==> config.mk <==
export PLATFORM = sky130hd
export DESIGN_NAME = unidad_control_multiciclo
export DESIGN_NICKNAME = d
export VERILOG_FILES = /design/src/rtl/mips_pkg.sv /design/src/rtl/decodificador_estados.sv /design/src/rtl/unidad_control_multiciclo.sv
export SDC_FILE = /design/constraint.sdc
export NUM_CORES = 1
export LEC_CHECK = 0
export CELL_PAD_IN_SITES_DETAIL_PLACEMENT = 1
export CELL_PAD_IN_SITES_GLOBAL_PLACEMENT = 2
export CORE_ASPECT_RATIO = 1.75
export CORE_MARGIN = 5
export CORE_UTILIZATION = 29
export DETAILED_ROUTE_END_ITERATION = 10
export GPL_TIMING_DRIVEN = 0
export HOLD_SLACK_MARGIN = 0.08
export PLACE_DENSITY_LB_ADDON = 0.1
export SLEW_MARGIN = 10
export SYNTH_ARGS = -nofsm -noshare
export SYNTH_HDL_FRONTEND = slang
export SYNTH_SLANG_ARGS = --single-unit
==> constraint.sdc <==
create_clock -name clk -period 2.2 [get_ports clk]
set_input_delay 0.33 -clock clk [delete_from_list [all_inputs] [get_ports clk]]
set_output_delay 0.33 -clock clk [all_outputs]
set_load 0.005 [all_outputs]
==> src/rtl/mips_pkg.sv <==
// Shared MIPS encodings: opcodes, ALU/mux selects, multicycle control states and control vector.
package mips_pkg;

  localparam logic [5:0] OP_R    = 6'b000000;
  localparam logic [5:0] OP_LW   = 6'b100011;
  localparam logic [5:0] OP_SW   = 6'b101011;
  localparam logic [5:0] OP_BEQ  = 6'b000100;
  localparam logic [5:0] OP_J    = 6'b000010;
  localparam logic [5:0] OP_ADDI = 6'b001000;

  localparam logic [1:0] ALU_SUMA  = 2'b00;
  localparam logic [1:0] ALU_RESTA = 2'b01;
  localparam logic [1:0] ALU_FUNCT = 2'b10;

  localparam logic [1:0] FUENTE_B_REG      = 2'b00;
  localparam logic [1:0] FUENTE_B_CUATRO   = 2'b01;
  localparam logic [1:0] FUENTE_B_EXT      = 2'b10;
  localparam logic [1:0] FUENTE_B_EXT_DESP = 2'b11;

  localparam logic [1:0] FUENTE_PC_ALU    = 2'b00;
  localparam logic [1:0] FUENTE_PC_ALUOUT = 2'b01;
  localparam logic [1:0] FUENTE_PC_SALTO  = 2'b10;

  typedef enum logic [3:0] {
    StRst      = 4'd0,
    StFetch    = 4'd1,
    StDecode   = 4'd2,
    StMemAddr  = 4'd3,
    StMemRead  = 4'd4,
    StMemWb    = 4'd5,
    StMemWrite = 4'd6,
    StExecR    = 4'd7,
    StRWb      = 4'd8,
    StExecI    = 4'd9,
    StIWb      = 4'd10,
    StBranch   = 4'd11,
    StJump     = 4'd12
  } estado_e;

  typedef struct packed {
    logic       pc_escribir;
    logic       pc_escribir_cond;
    logic       i_o_d;
    logic       mem_leer;
    logic       mem_escribir;
    logic       ir_escribir;
    logic       mem_a_reg;
    logic       destino_reg;
    logic       reg_escribir;
    logic       alu_fuente_a;
    logic [1:0] alu_fuente_b;
    logic [1:0] alu_operacion;
    logic [1:0] fuente_pc;
  } control_t;

endpackage

==> src/rtl/decodificador_estados.sv <==
// Pure combinational decode of the multicycle state into the datapath control vector.
module decodificador_estados
  import mips_pkg::*;
(
  input  estado_e  estado_i,
  output control_t control_o
);

  always_comb begin
    control_o = '0;
    unique case (estado_i)
      StFetch: begin
        control_o.mem_leer      = 1'b1;
        control_o.ir_escribir   = 1'b1;
        control_o.pc_escribir   = 1'b1;
        control_o.alu_fuente_b  = FUENTE_B_CUATRO;
        control_o.alu_operacion = ALU_SUMA;
        control_o.fuente_pc     = FUENTE_PC_ALU;
      end
      StDecode: begin
        control_o.alu_fuente_b  = FUENTE_B_EXT_DESP;
        control_o.alu_operacion = ALU_SUMA;
      end
      StMemAddr, StExecI: begin
        control_o.alu_fuente_a  = 1'b1;
        control_o.alu_fuente_b  = FUENTE_B_EXT;
        control_o.alu_operacion = ALU_SUMA;
      end
      StMemRead: begin
        control_o.mem_leer = 1'b1;
        control_o.i_o_d    = 1'b1;
      end
      StMemWrite: begin
        control_o.mem_escribir = 1'b1;
        control_o.i_o_d        = 1'b1;
      end
      StMemWb: begin
        control_o.reg_escribir = 1'b1;
        control_o.mem_a_reg    = 1'b1;
      end
      StExecR: begin
        control_o.alu_fuente_a  = 1'b1;
        control_o.alu_fuente_b  = FUENTE_B_REG;
        control_o.alu_operacion = ALU_FUNCT;
      end
      StRWb: begin
        control_o.reg_escribir = 1'b1;
        control_o.destino_reg  = 1'b1;
      end
      StIWb: control_o.reg_escribir = 1'b1;
      StBranch: begin
        control_o.alu_fuente_a     = 1'b1;
        control_o.alu_fuente_b     = FUENTE_B_REG;
        control_o.alu_operacion    = ALU_RESTA;
        control_o.pc_escribir_cond = 1'b1;
        control_o.fuente_pc        = FUENTE_PC_ALUOUT;
      end
      StJump: begin
        control_o.pc_escribir = 1'b1;
        control_o.fuente_pc   = FUENTE_PC_SALTO;
      end
      default: control_o = '0;
    endcase
  end

endmodule

==> src/rtl/unidad_control_multiciclo.sv <==
// Multicycle MIPS control FSM: state register, next-state, retired count and sticky bad-opcode flag.
module unidad_control_multiciclo
  import mips_pkg::*;
#(
  parameter int unsigned ANCHO_CNT = 32
) (
  input  logic                 clk,
  input  logic                 rst_n,
  input  logic [5:0]           codigo_operacion,
  input  logic                 cero,
  input  logic                 mem_listo,
  output logic                 pc_carga,
  output logic                 i_o_d,
  output logic                 mem_leer,
  output logic                 mem_escribir,
  output logic                 ir_escribir,
  output logic                 mem_a_reg,
  output logic                 destino_reg,
  output logic                 reg_escribir,
  output logic                 alu_fuente_a,
  output logic [1:0]           alu_fuente_b,
  output logic [1:0]           alu_operacion,
  output logic [1:0]           fuente_pc,
  output logic [3:0]           estado,
  output logic                 opcode_invalido,
  output logic [ANCHO_CNT-1:0] instr_completadas
);

  estado_e                estado_q, estado_d;
  logic                   arranque_q;
  logic [ANCHO_CNT-1:0]   cnt_q, cnt_d;
  logic                   invalido_q, invalido_d;
  logic                   retiro;
  control_t               control;

  always_comb begin
    estado_d   = estado_q;
    invalido_d = invalido_q;
    retiro     = 1'b0;
    unique case (estado_q)
      // Held one extra cycle after reset release so FETCH lands on the 2nd edge.
      StRst:   if (arranque_q) estado_d = StFetch;
      StFetch: if (mem_listo) estado_d = StDecode;
      StDecode: begin
        unique case (codigo_operacion)
          OP_R:         estado_d = StExecR;
          OP_LW, OP_SW: estado_d = StMemAddr;
          OP_ADDI:      estado_d = StExecI;
          OP_BEQ:       estado_d = StBranch;
          OP_J:         estado_d = StJump;
          default: begin
            estado_d   = StFetch;
            invalido_d = 1'b1;
          end
        endcase
      end
      StMemAddr: estado_d = (codigo_operacion == OP_SW) ? StMemWrite : StMemRead;
      StMemRead: if (mem_listo) estado_d = StMemWb;
      StMemWrite: begin
        if (mem_listo) begin
          retiro   = 1'b1;
          estado_d = StFetch;
        end
      end
      StExecR: estado_d = StRWb;
      StExecI: estado_d = StIWb;
      StMemWb, StRWb, StIWb, StBranch, StJump: begin
        retiro   = 1'b1;
        estado_d = StFetch;
      end
      default: estado_d = StRst;
    endcase
    cnt_d = retiro ? cnt_q + ANCHO_CNT'(1) : cnt_q;
  end

  always_ff @(posedge clk or negedge rst_n) begin
    if (!rst_n) begin
      estado_q   <= StRst;
      arranque_q <= 1'b0;
      cnt_q      <= '0;
      invalido_q <= 1'b0;
    end else begin
      estado_q   <= estado_d;
      arranque_q <= 1'b1;
      cnt_q      <= cnt_d;
      invalido_q <= invalido_d;
    end
  end

  decodificador_estados u_decodificador (
    .estado_i  (estado_q),
    .control_o (control)
  );

  // FETCH's PC/IR loads only take effect on the cycle memory delivers the word.
  assign pc_carga = (control.pc_escribir & ((estado_q != StFetch) | mem_listo)) |
                    (control.pc_escribir_cond & cero);
  assign ir_escribir       = control.ir_escribir & mem_listo;
  assign i_o_d             = control.i_o_d;
  assign mem_leer          = control.mem_leer;
  assign mem_escribir      = control.mem_escribir;
  assign mem_a_reg         = control.mem_a_reg;
  assign destino_reg       = control.destino_reg;
  assign reg_escribir      = control.reg_escribir;
  assign alu_fuente_a      = control.alu_fuente_a;
  assign alu_fuente_b      = control.alu_fuente_b;
  assign alu_operacion     = control.alu_operacion;
  assign fuente_pc         = control.fuente_pc;
  assign estado            = estado_q;
  assign opcode_invalido   = invalido_q;
  assign instr_completadas = cnt_q;

endmodule
==> summary.txt, run 1 <==
DR WL/cell: 17.1 um
Leakage: 1.43 nW
syn avg cell area: 10.1 um2
final max-slew violation count: 0
DRC viols: 0
average vias per placed instance: 5.11
max-cap viol count: 0
RSZ-0062 raised after global routing: no
number of global-route vias before repair: 2036
Critical Path RT: 1.87 ns
dpl hpwl: 4910 um
area delta synth->final: 47.7%
Placer Congestion: 0.796
status: finished, final reports clean
Antenna diodes: 0
synth cell count leaders: dfrtp_1, xor2_1, nor2_1
DR iter-0 viols: 37
CTS tree: yes
DR pass1 iterations: 4
main combinational cell family by area after synthesis: simple AND/OR/NAND/NOR gates
cell with the most instances after synthesis: dfrtp_1
die width: 74.9 um
CP arrival: 1.79 ns
syn_nets: 223
Ports: 62
grt total ovfl: 0
H-tree levels: 2
Unique masters post-synth: 44
clk sinks: 38
simple-gate area share of the yosys netlist: 29.4%
sequential area share after synthesis: 44.5%
Worst-Skew Late Latency: 0.28 ns
final worst slack: 0.0759 ns
Fin Clk Skew: 0.00504 ns
Tcrit/Tclk final: 96.5%
Post-synth EDFFs: 0
setup violators final: 0
Inserted Clock Buffers: 5
most common flop cell mapped by yosys: dfrtp_1
Yosys top cell by area: dfrtp_1
worst hold slack: 0.465 ns
largest cells by area after synthesis: dfrtp_1, xor2_1, xnor2_1
post-synthesis xor/xnor area fraction: 13.5%
CORE AREA: 0.00718 mm2
total wire length: 6310 um
Root Driver: clkbuf_16
Critical Path End Type: primary output
Initial Util: 29.7%
Fmax: 0.471 GHz
final hold violation count: 0
clk slew on worst S/H paths: 0.06 ns
first-pass GRT wire length: 10200 um
antenna violations before repair: 0
Cell Area, Synth: 0.00213 mm2
share of cells above drive strength 1: 15.5%
Place WS: -0.355 ns
Rows: 41
NumNets Final: 294
Setup CP Type: flop to primary output
Tmin final: 2.12 ns
via count: 1886
Yosys warnings: 0
die height: 123 um
crit-path max FO: 8
Worst setup SP type: flop
Routed Antenna Nets: 0
mux contribution to synthesized area: 1.47%
HP Class: flop to flop
Seq cells post-synth: 38
clock tree buffer depth: 2
post-synthesis compound-gate area fraction: 7.68%
Post-synth ARST share: 100%
share of Yosys cell area claimed by the top area cell type: 44.5%
Die Area: 0.00924 mm2
Peak VDD IR: 0.438 mV
Port Buf Inserts: 61
Post-Synth Adder-Cell Area: 0.586%
PwrDens: 988 mW/mm2
Total GRT Usage: 14.8%
synthesized instance count: 212
largest net degree at the start of global routing: 22
## layout by cell type, fill, tap and decap left out, drive strengths merged, types with 6 or more instances in the layout
master | synthesis | final
clkdlybuf4s50 | 0 | 56
dfrtp | 38 | 38
xor2 | 23 | 23
nor2 | 22 | 22
nor3 | 18 | 18
nand2 | 14 | 14
clkbuf | 5 | 12
nand3 | 11 | 11
xnor2 | 10 | 10
and3 | 8 | 8
a21oi | 7 | 7
inv | 6 | 6
nor4 | 6 | 6
## critical path, stage by stage, from the launching register on
cell	delay [ns]
dfrtp_1	0.38
buf_4	0.17
nand2b_1	0.14
buf_4	0.17
nor2_2	0.12
clkdlybuf4s50_1	0.52
## through the flow
| step | utilization, % | cells | power [mW] | area (um2) | TNS [ns] |
|---|---|---|---|---|---|
| 2_1_floorplan | - | 212 | 1.55 | 2130 | 0 |
| 3_3_place_gp | 39.7 | 359 | 2.17 | 2850 | -11.59 |
| 3_5_place_dp | 40.0 | 360 | 2.18 | 2880 | -1.83 |
| 4_1_cts | 43.5 | 369 | 3.16 | 3130 | 0 |
| 5_1_grt | 43.9 | 369 | 3.31 | 3150 | 0 |
| 6_report | 43.9 | 369 | 3.11 | 3150 | 0 |
## repair_timing
action                                 CTS  global route
buffers inserted                         1             0
hold buffers                             1             0
setup endpoints to repair               15             8
gates resized for setup                 24             9
endpoints found under the hold margin   17             0
## cells by family after synthesis
group / count (synthesis)
xor+xnor: 33
simple gates: 97
other cells: 1
compound gates: 25
flops: 38
fa+ha+maj: 1
mux: 3
buf+inv: 14
## final cells by class
cell class / instances / area, um2
inverters: 6 / 22.5
fillers: 826 / 4030
clock inverters: 1 / 30.0
plain buffers: 8 / 85.1
multi-input cells: 160 / 1160
flip-flops and latches: 38 / 953
clock buffers: 6 / 139
repair buffers: 64 / 657
well taps: 86 / 108
## layer usage
metal / wire length, um / global-route usage (%) / up-vias
li1: - / - / 888
met1: 2220 / 14.8 / 950
met2: 3700 / 27.7 / 39
met3: 247 / 2.85 / 9
met4: 143 / 7.46 / 0
met5: 0 / 0 / -
## sequential cells by signal, summed over array words and instances (netlist names)
| register | cells |
|---|---|
| instr_completadas | 32 |
| estado | 4 |
| arranque_q | 1 |
| opcode_invalido | 1 |
## report_power, final
group          internal, mW  switching [mW]
Sequential            0.804           0.114
Clock                 0.559           0.277
Combinational         0.713           0.646
## worst paths after layout
path | from | end | slack, ns | depth (start not counted)
worst max-delay path | estado[2] | fuente_pc[0] | 0.08 | 5
worst min-delay path | opcode_invalido | opcode_invalido | 0.46 | 1
worst max register to register | estado[2] | instr_completadas[7] | 0.25 | 7
worst min register to register | opcode_invalido | opcode_invalido | 0.46 | 1
max in group asynchronous | rst_n | estado[0] | 1.17 | 3
min in group asynchronous | rst_n | instr_completadas[2] | 0.54 | 2
Note: power is estimated with default switching activity, not from simulation.
==> run 2, diff against run 1 <==
CORE_ASPECT_RATIO = 1.25   (was 1.75)
REMOVE_ABC_BUFFERS = 1   (was default)
==> run 2 against run 1 <==
  * Power fell by 1.4%
  * Sequential share of layout area rose by 0.26 points
  * Cell count rose by 3.5%
  * Critical path depth fell by 1
  * Combinational power barely moved
  * Utilization fell by 0.44 points
  * Global-route usage fell by 0.93 points
  * Die area fell by 0.62%
  * Routed wire length fell by 4.5%
  * Count of clock-buffer cells in the layout did not move
==> summary.txt, run 2 (synthesis results as in run 1) <==
status: finished, final reports clean
clk sinks: 38
worst hold slack: 0.461 ns
R2R Setup Slk: 0.30 ns
first-pass GRT wire length: 10300 um
placed cell count: 358
final max-slew violation count: 0
Worst-Skew Late Latency: 0.29 ns
max-cap viol count: 0
Initial Util: 29.4%
setup violators final: 0
die width: 86.7 um
RSZ-0062 raised after global routing: yes
Setup TNS: 0 ns
CORE AREA: 0.00727 mm2
DRC viols: 0
grt total ovfl: 0
area delta synth->final: 48.0%
share of cells above drive strength 1: 16.9%
HP Class: primary input to asynchronous set/reset pin
DR WL/cell: 15.8 um
most frequent cells in the layout: clkdlybuf4s50_1, dfrtp_1, xor2_1, nor2_1
die height: 106 um
Placer Congestion: 0.732
DR pass1 iterations: 3
final core occ: 43.5%
Worst setup SP type: flop
max FFs per register: 32
clock tree buffer depth: 2
Tmin final: 2.13 ns
Inserted Clock Buffers: 5
Port Buf Inserts: 61
Fmax: 0.470 GHz
Die Area: 0.00919 mm2
final std cells w/o fill: 382
Peak VDD IR: 0.476 mV
Critical Path End Type: primary output
NumNets Final: 300
Routed Antenna Nets: 0
largest net degree at the start of global routing: 28
Ports: 62
dpl hpwl: 4170 um
CP arrival: 1.80 ns
Tcrit/Tclk final: 96.6%
clk slew on worst S/H paths: 0.08 ns
Total GRT Usage: 13.9%
Root Driver: clkbuf_8
Rows: 35
Fill cells: 845
Critical Path RT: 1.87 ns
commonest non-fill, non-tap cell in the layout: clkdlybuf4s50_1
final hold violation count: 0
PwrDens: 972 mW/mm2
Fin Clk Skew: 0.00483 ns
DR iter-0 viols: 48
Leakage: 1.42 nW
average vias per placed instance: 4.97
total power: 3.07 mW
total wire length: 6020 um
antenna violations before repair: 0
crit-path max FO: 8
CTS tree: yes
Antenna diodes: 0
H-tree levels: 2
via count: 1897
Setup CP Type: flop to primary output
number of global-route vias before repair: 2047
-- run 2: area by class of cell --
type,instances,area [um2],area share (%)
Tap cell,92,115,3.64
Timing Repair Buffer,78,766,24.2
Multi-Input combinational cell,160,1150,36.4
Clock buffer,6,82.6,2.61
Clock inverter,2,60.1,1.90
Sequential cell,38,963,30.5
Inverter,6,22.5,0.713
-- run 2: stage by stage --
stage	worst slack (ns)	area, um2
after floorplan	0.403	2100
after global placement	-0.255	2830
after detailed placement	-0.186	2840
after CTS	-0.00417	3090
after global routing	-0.0261	3160
final	0.0744	3160
-- run 2: final timing paths --
check / to / start / cells after the start
max in group asynchronous: estado[1] / rst_n / 3
min in group clk: opcode_invalido / opcode_invalido / 1
worst min register to register: opcode_invalido / opcode_invalido / 1
worst max-delay path: alu_fuente_b[0] / estado[1] / 4
worst max register to register: instr_completadas[29] / estado[1] / 6
worst min-delay path: instr_completadas[8] / rst_n / 2
-- run 2: repair_timing --
item | in CTS | in global routing
pin swaps | 0 | 0
hold endpoints to repair | 11 | 0
gates resized for setup | 13 | 3
buffers inserted | 9 | 6
endpoints found under the setup margin | 30 | 5
hold buffers | 1 | 0
-- run 2: report_power, final --
part,total [mW],switching (mW),internal [mW]
sequential,0.959,0.145,0.814
combinational,1.36,0.614,0.751
clock,0.747,0.263,0.484
-- run 2: routing by layer --
metal	wire length (um)	track usage, %	vias to the layer above
met5	0	0	-
met4	63	3.67	0
met3	308	2.95	5
met2	3060	23.6	45
met1	2590	17.6	952
li1	-	-	895
-- run 2: worst max-delay path: stages, from the launching register on --
cell,delay [ns]
dfrtp_4,0.54
inv_2,0.12
nand2_1,0.12
a21boi_0,0.19
clkdlybuf4s50_1,0.53
==> run 3, diff against run 2 <==
ABC_AREA = 0   (was default)
==> results of run 3 <==
Final layout, timing and power as in run 2 (identical DEF).
